==> src/rtl/timer_pkg.sv <==
// timer_pkg: register offsets and CTRL/STATUS field positions shared by the timer bank.
package timer_pkg;
    localparam logic [1:0] REG_COUNT  = 2'd0;
    localparam logic [1:0] REG_TARGET = 2'd1;
    localparam logic [1:0] REG_CTRL   = 2'd2;
    localparam logic [1:0] REG_STATUS = 2'd3;
    localparam int CTRL_EN   = 0;
    localparam int CTRL_AUTO = 1;
    localparam int CTRL_IE   = 2;
    localparam int PRESC_LO  = 8;
    localparam int PRESC_HI  = 15;
    localparam int ST_HIT    = 0;
    localparam int ST_OVF    = 1;
endpackage

==> src/rtl/timer_channel.sv <==
// timer_channel: one COUNT/TARGET/CTRL/STATUS set with optional prescaler (TIMER_PRESCALE_EN).
//   clk, rst (async active-low), we (already qualified for this channel), sel (register),
//   wdata (write data), rdata (selected register), hit (STATUS.HIT), irq (HIT & IE).
module timer_channel
    import timer_pkg::*;
#(
    parameter int WIDTH         = 32,
    parameter int DEFAULT_TICKS = 500
) (
    input  logic             clk,
    input  logic             rst,
    input  logic             we,
    input  logic [1:0]       sel,
    input  logic [WIDTH-1:0] wdata,
    output logic [WIDTH-1:0] rdata,
    output logic             hit,
    output logic             irq
);
    logic [WIDTH-1:0] count_q, count_d, target_q, target_d;
    logic en_q, en_d, auto_q, auto_d, ie_q, ie_d, hit_q, hit_d, ovf_q, ovf_d;
    logic count_wr, target_wr, ctrl_wr, status_wr, tick, match, hit_set, ovf_set;
    logic [15:0] ctrl_rd;
`ifdef TIMER_PRESCALE_EN
    logic [7:0] presc_q, presc_d, pcnt_q, pcnt_d;
    logic [15:0] wx;
    assign wx = 16'(wdata);
`endif
    always_comb begin
        count_wr  = we && sel == REG_COUNT;
        target_wr = we && sel == REG_TARGET;
        ctrl_wr   = we && sel == REG_CTRL;
        status_wr = we && sel == REG_STATUS;
        match     = count_q == target_q;
`ifdef TIMER_PRESCALE_EN
        tick      = en_q && pcnt_q == presc_q;
        presc_d   = ctrl_wr ? wx[PRESC_HI:PRESC_LO] : presc_q;
        // counter idles at 0 while disabled, so enabling always starts a fresh prescale period
        pcnt_d    = (ctrl_wr || !en_q || tick) ? 8'd0 : pcnt_q + 8'd1;
        ctrl_rd   = {presc_q, 5'd0, ie_q, auto_q, en_q};
`else
        tick      = en_q;
        ctrl_rd   = {13'd0, ie_q, auto_q, en_q};
`endif
        // a COUNT write suppresses both the increment and the compare of that edge
        hit_set   = tick && !count_wr && match;
        ovf_set   = tick && !count_wr && !match && &count_q;
        count_d   = count_wr ? wdata : !tick ? count_q : match ? (auto_q ? '0 : count_q) : count_q + WIDTH'(1);
        target_d  = target_wr ? wdata : target_q;
        en_d      = ctrl_wr ? wdata[CTRL_EN] : (hit_set && !auto_q) ? 1'b0 : en_q;
        auto_d    = ctrl_wr ? wdata[CTRL_AUTO] : auto_q;
        ie_d      = ctrl_wr ? wdata[CTRL_IE] : ie_q;
        hit_d     = hit_set | (hit_q & ~(status_wr & wdata[ST_HIT]));
        ovf_d     = ovf_set | (ovf_q & ~(status_wr & wdata[ST_OVF]));
        rdata     = sel == REG_COUNT ? count_q : sel == REG_TARGET ? target_q :
                    sel == REG_CTRL ? WIDTH'(ctrl_rd) : WIDTH'({ovf_q, hit_q});
    end
    always_ff @(posedge clk or negedge rst) begin
        if (!rst) begin
            count_q  <= '0;
            target_q <= WIDTH'(DEFAULT_TICKS);
            en_q     <= 1'b0;
            auto_q   <= 1'b0;
            ie_q     <= 1'b0;
            hit_q    <= 1'b0;
            ovf_q    <= 1'b0;
`ifdef TIMER_PRESCALE_EN
            presc_q  <= '0;
            pcnt_q   <= '0;
`endif
        end else begin
            count_q  <= count_d;
            target_q <= target_d;
            en_q     <= en_d;
            auto_q   <= auto_d;
            ie_q     <= ie_d;
            hit_q    <= hit_d;
            ovf_q    <= ovf_d;
`ifdef TIMER_PRESCALE_EN
            presc_q  <= presc_d;
            pcnt_q   <= pcnt_d;
`endif
        end
    end
    assign hit = hit_q;
    assign irq = hit_q & ie_q;
endmodule

==> src/rtl/timer_bank.sv <==
// timer_bank: CHANNELS independent programmable timers on a register bus, combined irq.
//   clk, rst (async active-low), we, addr {channel, reg}, dataIn, rdata (combinational),
//   flag (HIT per channel), irq (OR of HIT & IE). Prescaler built when TIMER_PRESCALE_EN is defined.
module timer_bank
    import timer_pkg::*;
#(
    parameter int CHANNELS      = 4,
    parameter int WIDTH         = 32,
    parameter int DEFAULT_TICKS = 500,
    localparam int AW           = $clog2(CHANNELS) + 2
) (
    input  logic                clk,
    input  logic                rst,
    input  logic                we,
    input  logic [AW-1:0]       addr,
    input  logic [WIDTH-1:0]    dataIn,
    output logic [WIDTH-1:0]    rdata,
    output logic [CHANNELS-1:0] flag,
    output logic                irq
);
    logic [AW-1:0] ch;
    logic [WIDTH-1:0] rd_ch [CHANNELS];
    logic [CHANNELS-1:0] ch_irq;
    // shift keeps the decode valid for CHANNELS=1, where the channel field has no bits
    assign ch = addr >> 2;
    for (genvar i = 0; i < CHANNELS; i++) begin : g_ch
        timer_channel #(.WIDTH(WIDTH), .DEFAULT_TICKS(DEFAULT_TICKS)) u_ch (
            .clk(clk), .rst(rst), .we(we && ch == AW'(i)), .sel(addr[1:0]), .wdata(dataIn),
            .rdata(rd_ch[i]), .hit(flag[i]), .irq(ch_irq[i])
        );
    end
    // unmatched (nonexistent) channel indices fall through to 0
    always_comb begin
        rdata = '0;
        for (int k = 0; k < CHANNELS; k++) rdata = ch == AW'(k) ? rd_ch[k] : rdata;
    end
    assign irq = |ch_irq;
endmodule

==> config.mk <==
export PLATFORM = sky130hd
export DESIGN_NAME = timer_bank
export DESIGN_NICKNAME = d
export VERILOG_FILES = /design/src/rtl/timer_pkg.sv /design/src/rtl/timer_channel.sv /design/src/rtl/timer_bank.sv
export SDC_FILE = /design/constraint.sdc
export NUM_CORES = 1
export LEC_CHECK = 0
export ABC_AREA = 1
export CORE_MARGIN = 5
export CORE_UTILIZATION = 50
export DETAILED_ROUTE_END_ITERATION = 8
export GPL_ROUTABILITY_DRIVEN = 0
export MAX_ROUTING_LAYER = met4
export PLACE_DENSITY = 0.73
export SLEW_MARGIN = 10
export SYNTH_ARGS = -nofsm -noshare
export SYNTH_HDL_FRONTEND = slang
export SYNTH_SLANG_ARGS = --single-unit
export TNS_END_PERCENT = 5
==> constraint.sdc <==
create_clock -name clk -period 3.5 [get_ports clk]
set_clock_uncertainty 0.2 [all_clocks]
set_input_delay 0.525 -clock clk [delete_from_list [all_inputs] [get_ports clk]]
set_output_delay 0.525 -clock clk [all_outputs]
set_load 0.01 [all_outputs]
# == Word level (Yosys, flattened, before mapping) ==
# Cells that the tools add are included.
# totals
reg_bits,276
in_bits,39
out_inout_bits,37
word_cells,193
# op_classes
n_addsub,4
eq_ne,14
mux,40
bitwise,36
reduce_logical,71
# ops
cell,n
$mux W32,28
$add A32 B1 Y32 const B,4
$eq A32 B32 Y1,4
$reduce_and A32 Y1,4
$logic_and A1 B1 Y1,40
$and A1 B1 Y1,20
$reduce_bool A2 Y1,8
$logic_not A1 Y1,12
$mux W3,4
$ne A3 B1 Y1 const B,4
$eq A2 B2 Y1 const B,4
$mux W1,8
$not A1 Y1,8
$or A1 B1 Y1,8
$reduce_and A2 Y1,4
$eq A2 B1 Y1 const B,2
$logic_not A4 Y1,1
$reduce_or A4 Y1,1
$logic_not A2 Y1,1

# == Logic depth before layout (Yosys ltp) ==
# Gate-level depths: netlist of run 1.
# logic_depth
ltp_word,9
ltp_mapped,14
mapped_depth_nobuf,13

# == Cells and area by module ==
# A second synthesis of run 1 with hierarchy kept.
# unflattened
cells_unflattened,3150
area_unflattened_um2,20788.7
# modules_own_cells
module,instances,cells_each,area_per_inst_um2,seq_area_each_um2
timer_channel,4,739,4958.5,1734.2
timer_bank,1,194,954.7,0.0

# == Worst setup path after synthesis of run 1 ==
# OpenSTA, ideal clock, no wires.
# synth_path
path_kind,input to output
start,input port addr[2]
end,output port rdata[7]
arrival_time_ps,1551
required_ps,2775
slack_ps,1224
path_stages,6
path_buffers,1
path_cell_list,inv_1 > nand2_1 > inv_1 > clkbuf_1 > nand2_1 > a32oi_1
# synth_between
elab_chain_cells,5
elab_cells_between_ends,8
classes_between,3 x eq/ne; 4 x mux; 1 x reduce/logical
# synth_lines
item,line,text
start: declaration,timer_bank.sv:15,"input logic [AW-1:0] addr,"
$logic_not A4 Y1,timer_bank.sv:35,for (int k = 0; k < CHANNELS; k++) rdata = ch == AW'(k) ? rd_ch[k] : rdata;
$mux W32 (3 in a row),timer_bank.sv:35,
$mux W32 *,timer_bank.sv:35,
end: declaration,timer_bank.sv:17,"output logic [WIDTH-1:0] rdata,"
# Mark *: on every way between the ends. The rest lies on a longest branch, timed or not.

# == Final worst setup path of run 1 ==
# layout_path
start,input port addr[2]
end,output port rdata[31]
# The elaborated chain is that of the path after synthesis.

==> results of run 1 <==
[synth_stat cells (all sizes together), types with 2 or more instances]
cell     count
xnor2       93
a21oi       18
nand3      217
a22o         3
nand4       83
ha           4
clkinv       2
dfstp       24
dfrtp      252
nor3        23
xor2        36
clkbuf      69
o21bai       3
a211oi       2
and2         2
buf         95
nand3b       3
or2          4
inv        317
o211ai       6
a22oi       16
o22ai       73
o31ai        3
nor2       223
o21ai      209
nor3b        3
o2111ai     17
nand2     1267
[sequential cells by signal (all words and copies together) (netlist names)]
register / flops
g_ch.u_ch.ovf_q: 4
g_ch.u_ch.auto_q: 4
g_ch.u_ch.en_q: 4
g_ch.u_ch.ie_q: 4
g_ch.u_ch.hit: 4
g_ch.u_ch.count_q: 128
g_ch.u_ch.target_q: 128
[where the power goes]
part	internal, mW	switching (mW)
clock network	2.24	1.49
registers	4.18	1.76
logic	2.02	3.13
[final cells by class]
type / count / area [um^2] / area share, %
Clock buffer: 57 / 1110 / 4.95
Sequential cell: 276 / 6940 / 30.9
Antenna cell: 5 / 12.5 / 0.0558
Multi-Input combinational cell: 2312 / 10900 / 48.4
Timing Repair Buffer: 152 / 1600 / 7.15
Tap cell: 518 / 648 / 2.89
Inverter: 319 / 1200 / 5.34
Clock inverter: 6 / 58.8 / 0.262
[worst max-delay path: cells and delay by family]
family                 cells  cell delay (ps)
buffers and inverters      5             1760
AO/OA/AOI/OAI              1              230
AND/OR/NAND/NOR            2              150
[per-stage QoR]
step	std cells	setup TNS (ps)	cell area [um^2]	hold WS, ps	setup slack [ps]
floorplan	3071	0	19700	29.4	1220
global placement	3576	-760	21100	268	-164
detailed placement	3576	-1010	21100	279	-199
CTS	3640	-21.5	22400	293	-12.5
global route	3643	0	22400	324	12.1
finish	3645	0	22400	287	78.4
[repair_timing]
item                                    4_1_cts  5_1_grt
resized for setup                            12       10
pin swaps                                     0        1
hold endpoints to repair                     44        0
hold buffers                                  1        0
endpoints found under the setup margin       13       29
[routing by layer]
metal	share of wire, %	up-vias
li1	-	9813
met1	37	10066
met2	40	1579
met3	15	360
met4	8.1	0
met5	0	-
[placed cells by master, fill, tap and decap left out, types with 3 or more instances in the layout]
| master | instances |
|---|---|
| nand2_1 | 1254 |
| inv_1 | 304 |
| dfrtp_1 | 252 |
| nand3_1 | 213 |
| o21ai_0 | 208 |
| nor2_1 | 200 |
| xnor2_1 | 93 |
| nand4_1 | 83 |
| clkdlybuf4s50_1 | 67 |
| o22ai_1 | 64 |
| buf_4 | 55 |
| clkbuf_16 | 37 |
| xor2_1 | 36 |
| dfstp_2 | 24 |
| nor3_1 | 21 |
| buf_12 | 20 |
| a21oi_1 | 18 |
| o2111ai_1 | 17 |
| a22oi_1 | 16 |
| inv_2 | 13 |
| nor2_2 | 13 |
| nand2_2 | 11 |
| clkbuf_8 | 11 |
| nor2_4 | 10 |
| clkbuf_1 | 9 |
| o22ai_2 | 6 |
| o211ai_1 | 6 |
| dlymetal6s2s_1 | 6 |
| diode_2 | 5 |
| nand3_2 | 4 |
| ha_1 | 4 |
| clkinv_2 | 4 |
| a22o_1 | 3 |
| o22ai_4 | 3 |
| nor3b_1 | 3 |
| or2_1 | 3 |
| nand3b_1 | 3 |
| o21bai_1 | 3 |
[final timing paths]
check | from | end | slack [ps]
setup reg to reg | g_ch[2].u_ch.count_q[28] | g_ch[2].u_ch.count_q[31] | 920
max in group asynchronous | rst | g_ch[0].u_ch.count_q[27] | 1870
setup / recovery | addr[2] | rdata[31] | 80
min in group clk | g_ch[3].u_ch.ie_q | g_ch[3].u_ch.ie_q | 300
hold reg to reg | g_ch[3].u_ch.ie_q | g_ch[3].u_ch.ie_q | 300
hold / removal | rst | g_ch[2].u_ch.count_q[7] | 290
[logic make-up (layout without fill, tap and decap cells)]
group	after synthesis	count (layout)	share of synthesized area, %
compound gates	352	352	10.2
xor+xnor	129	129	5.73
fa+ha+maj	4	4	0.254
buf+inv	483	534	10.2
flops	276	276	35.2
other cells	0	5	0
simple gates	1827	1827	38.4
==> flow_summary.ini, run 1 <==
[logic_synthesis]
synth.distinct_cells = 45
synthArstFlopShare_pct = 100
synth_edf_count = 0
synth.avg_cell_area_um2 = 6.42
netlist_area_um2 = 19700
synth_area_leader_cell = dfrtp_1
yosysTopAreaCellShare_pct = 32.0
synth_seq_area_share_pct = 35.2
syn_nets = 3114
synthFlopType = dfrtp_1
yosys_register_bits = 276
ys_top_cells_by_area = dfrtp_1 (32%), nand2_1 (24%), inv_1 (5.8%)
synthCells = 3071
synth_warnings = 0

[global_routing]
antenna_found_initial = 3
grt-busiest-layer = met2
use_met1_pct = 47.4
grt_use_total_pct = 36.8
grt_pass1_vias = 19973
grt_pass1_wl_mm = 121
met3_usage_pct = 12.4
use_met2_pct = 50.1
grt_overflow = 0
grt_max_degree = 77

[timing]
tightest_slew_ps = 1270
finalHoldViolCount = 0
max_clock_freq_ghz = 0.292
period_share_pct = 97.8
fin_crit_ps = 3420
rsz0062_at_grt = false
maxSlewViolCount = 0
setup_viol = 0
maxSlewHeadroom_pct = 15.5

[setup_path]
critPathLaunchType = input port
cp.arrival_ps = 2700
crit_type = input port to output pin
crit_path_max_incr_delay_ps = 630
crit_required_ps = 2770
cp_slowest_cell = clkdlybuf4s50_1
end_kind = output pin
worstPathMaxFanout = 23
reg2reg_depth = 12
crit_chain = clkdlybuf4s50_1 -> buf_4 -> nand2_1 -> inv_1 -> buf_12 -> nand2_1 -> o2111ai_1 -> clkdlybuf4s50_1

[routing]
drcViolationCount = 0
drt_iter0_markers = 3184
routed_wl_mm = 80.2
antenna_left = 0
avgViaCountPerCell = 5.99
drt_first_pass_iters = 6
routedWlPerCell_um = 22.0
dr_total_vias = 21818

[clock_tree]
cts_tree = yes
max-clock-path-buffers = 3
cts_sinks = 276
root_buffer = clkbuf_16
post_cts_buffers = 0
path_clk_slew_ps = 60
numCtsBuffers = 35
clk_latency_ps = 560
htree_levels = 2

[die]
start_util_pct = 50.8
die_y_um = 209
dieWidth_um = 209
ios = 76
dieArea_um2 = 43500
fp-row-count = 72
coreArea_um2 = 38800

[power]
p_leak_nw = 10.4
total_power_mw = 14.8
vdd.ir_drop.worst_uv = 633
p_per_area_nw_per_um2 = 661

[finish]
layout-drive-gt1-share_pct = 7.08
fin_util_pct = 57.8
fin_nets = 3139
fillers = 3661
area_growth_syn_to_layout_pct = 13.8

[flow_run]
max_cap_viol_count = 0

[hold_path]
hold_path_class = input port to async pin

[outcome]
status = finished, final reports clean

[placed_design]
io_buffers = 75
dp_hpwl_mm = 58.8
No activity file was read; power rests on OpenSTA's default activity.
==> inputs of run 2 (changes only) <==
--- a/config.mk
+++ b/config.mk
@@ -10,6 +10,7 @@
 export CORE_UTILIZATION = 50
 export DETAILED_ROUTE_END_ITERATION = 8
 export GPL_ROUTABILITY_DRIVEN = 0
+export GPL_TIMING_DRIVEN = 1
 export MAX_ROUTING_LAYER = met4
 export PLACE_DENSITY = 0.73
 export SLEW_MARGIN = 10
==> results of run 2 <==
Final layout, timing and power as in run 1 (identical DEF).
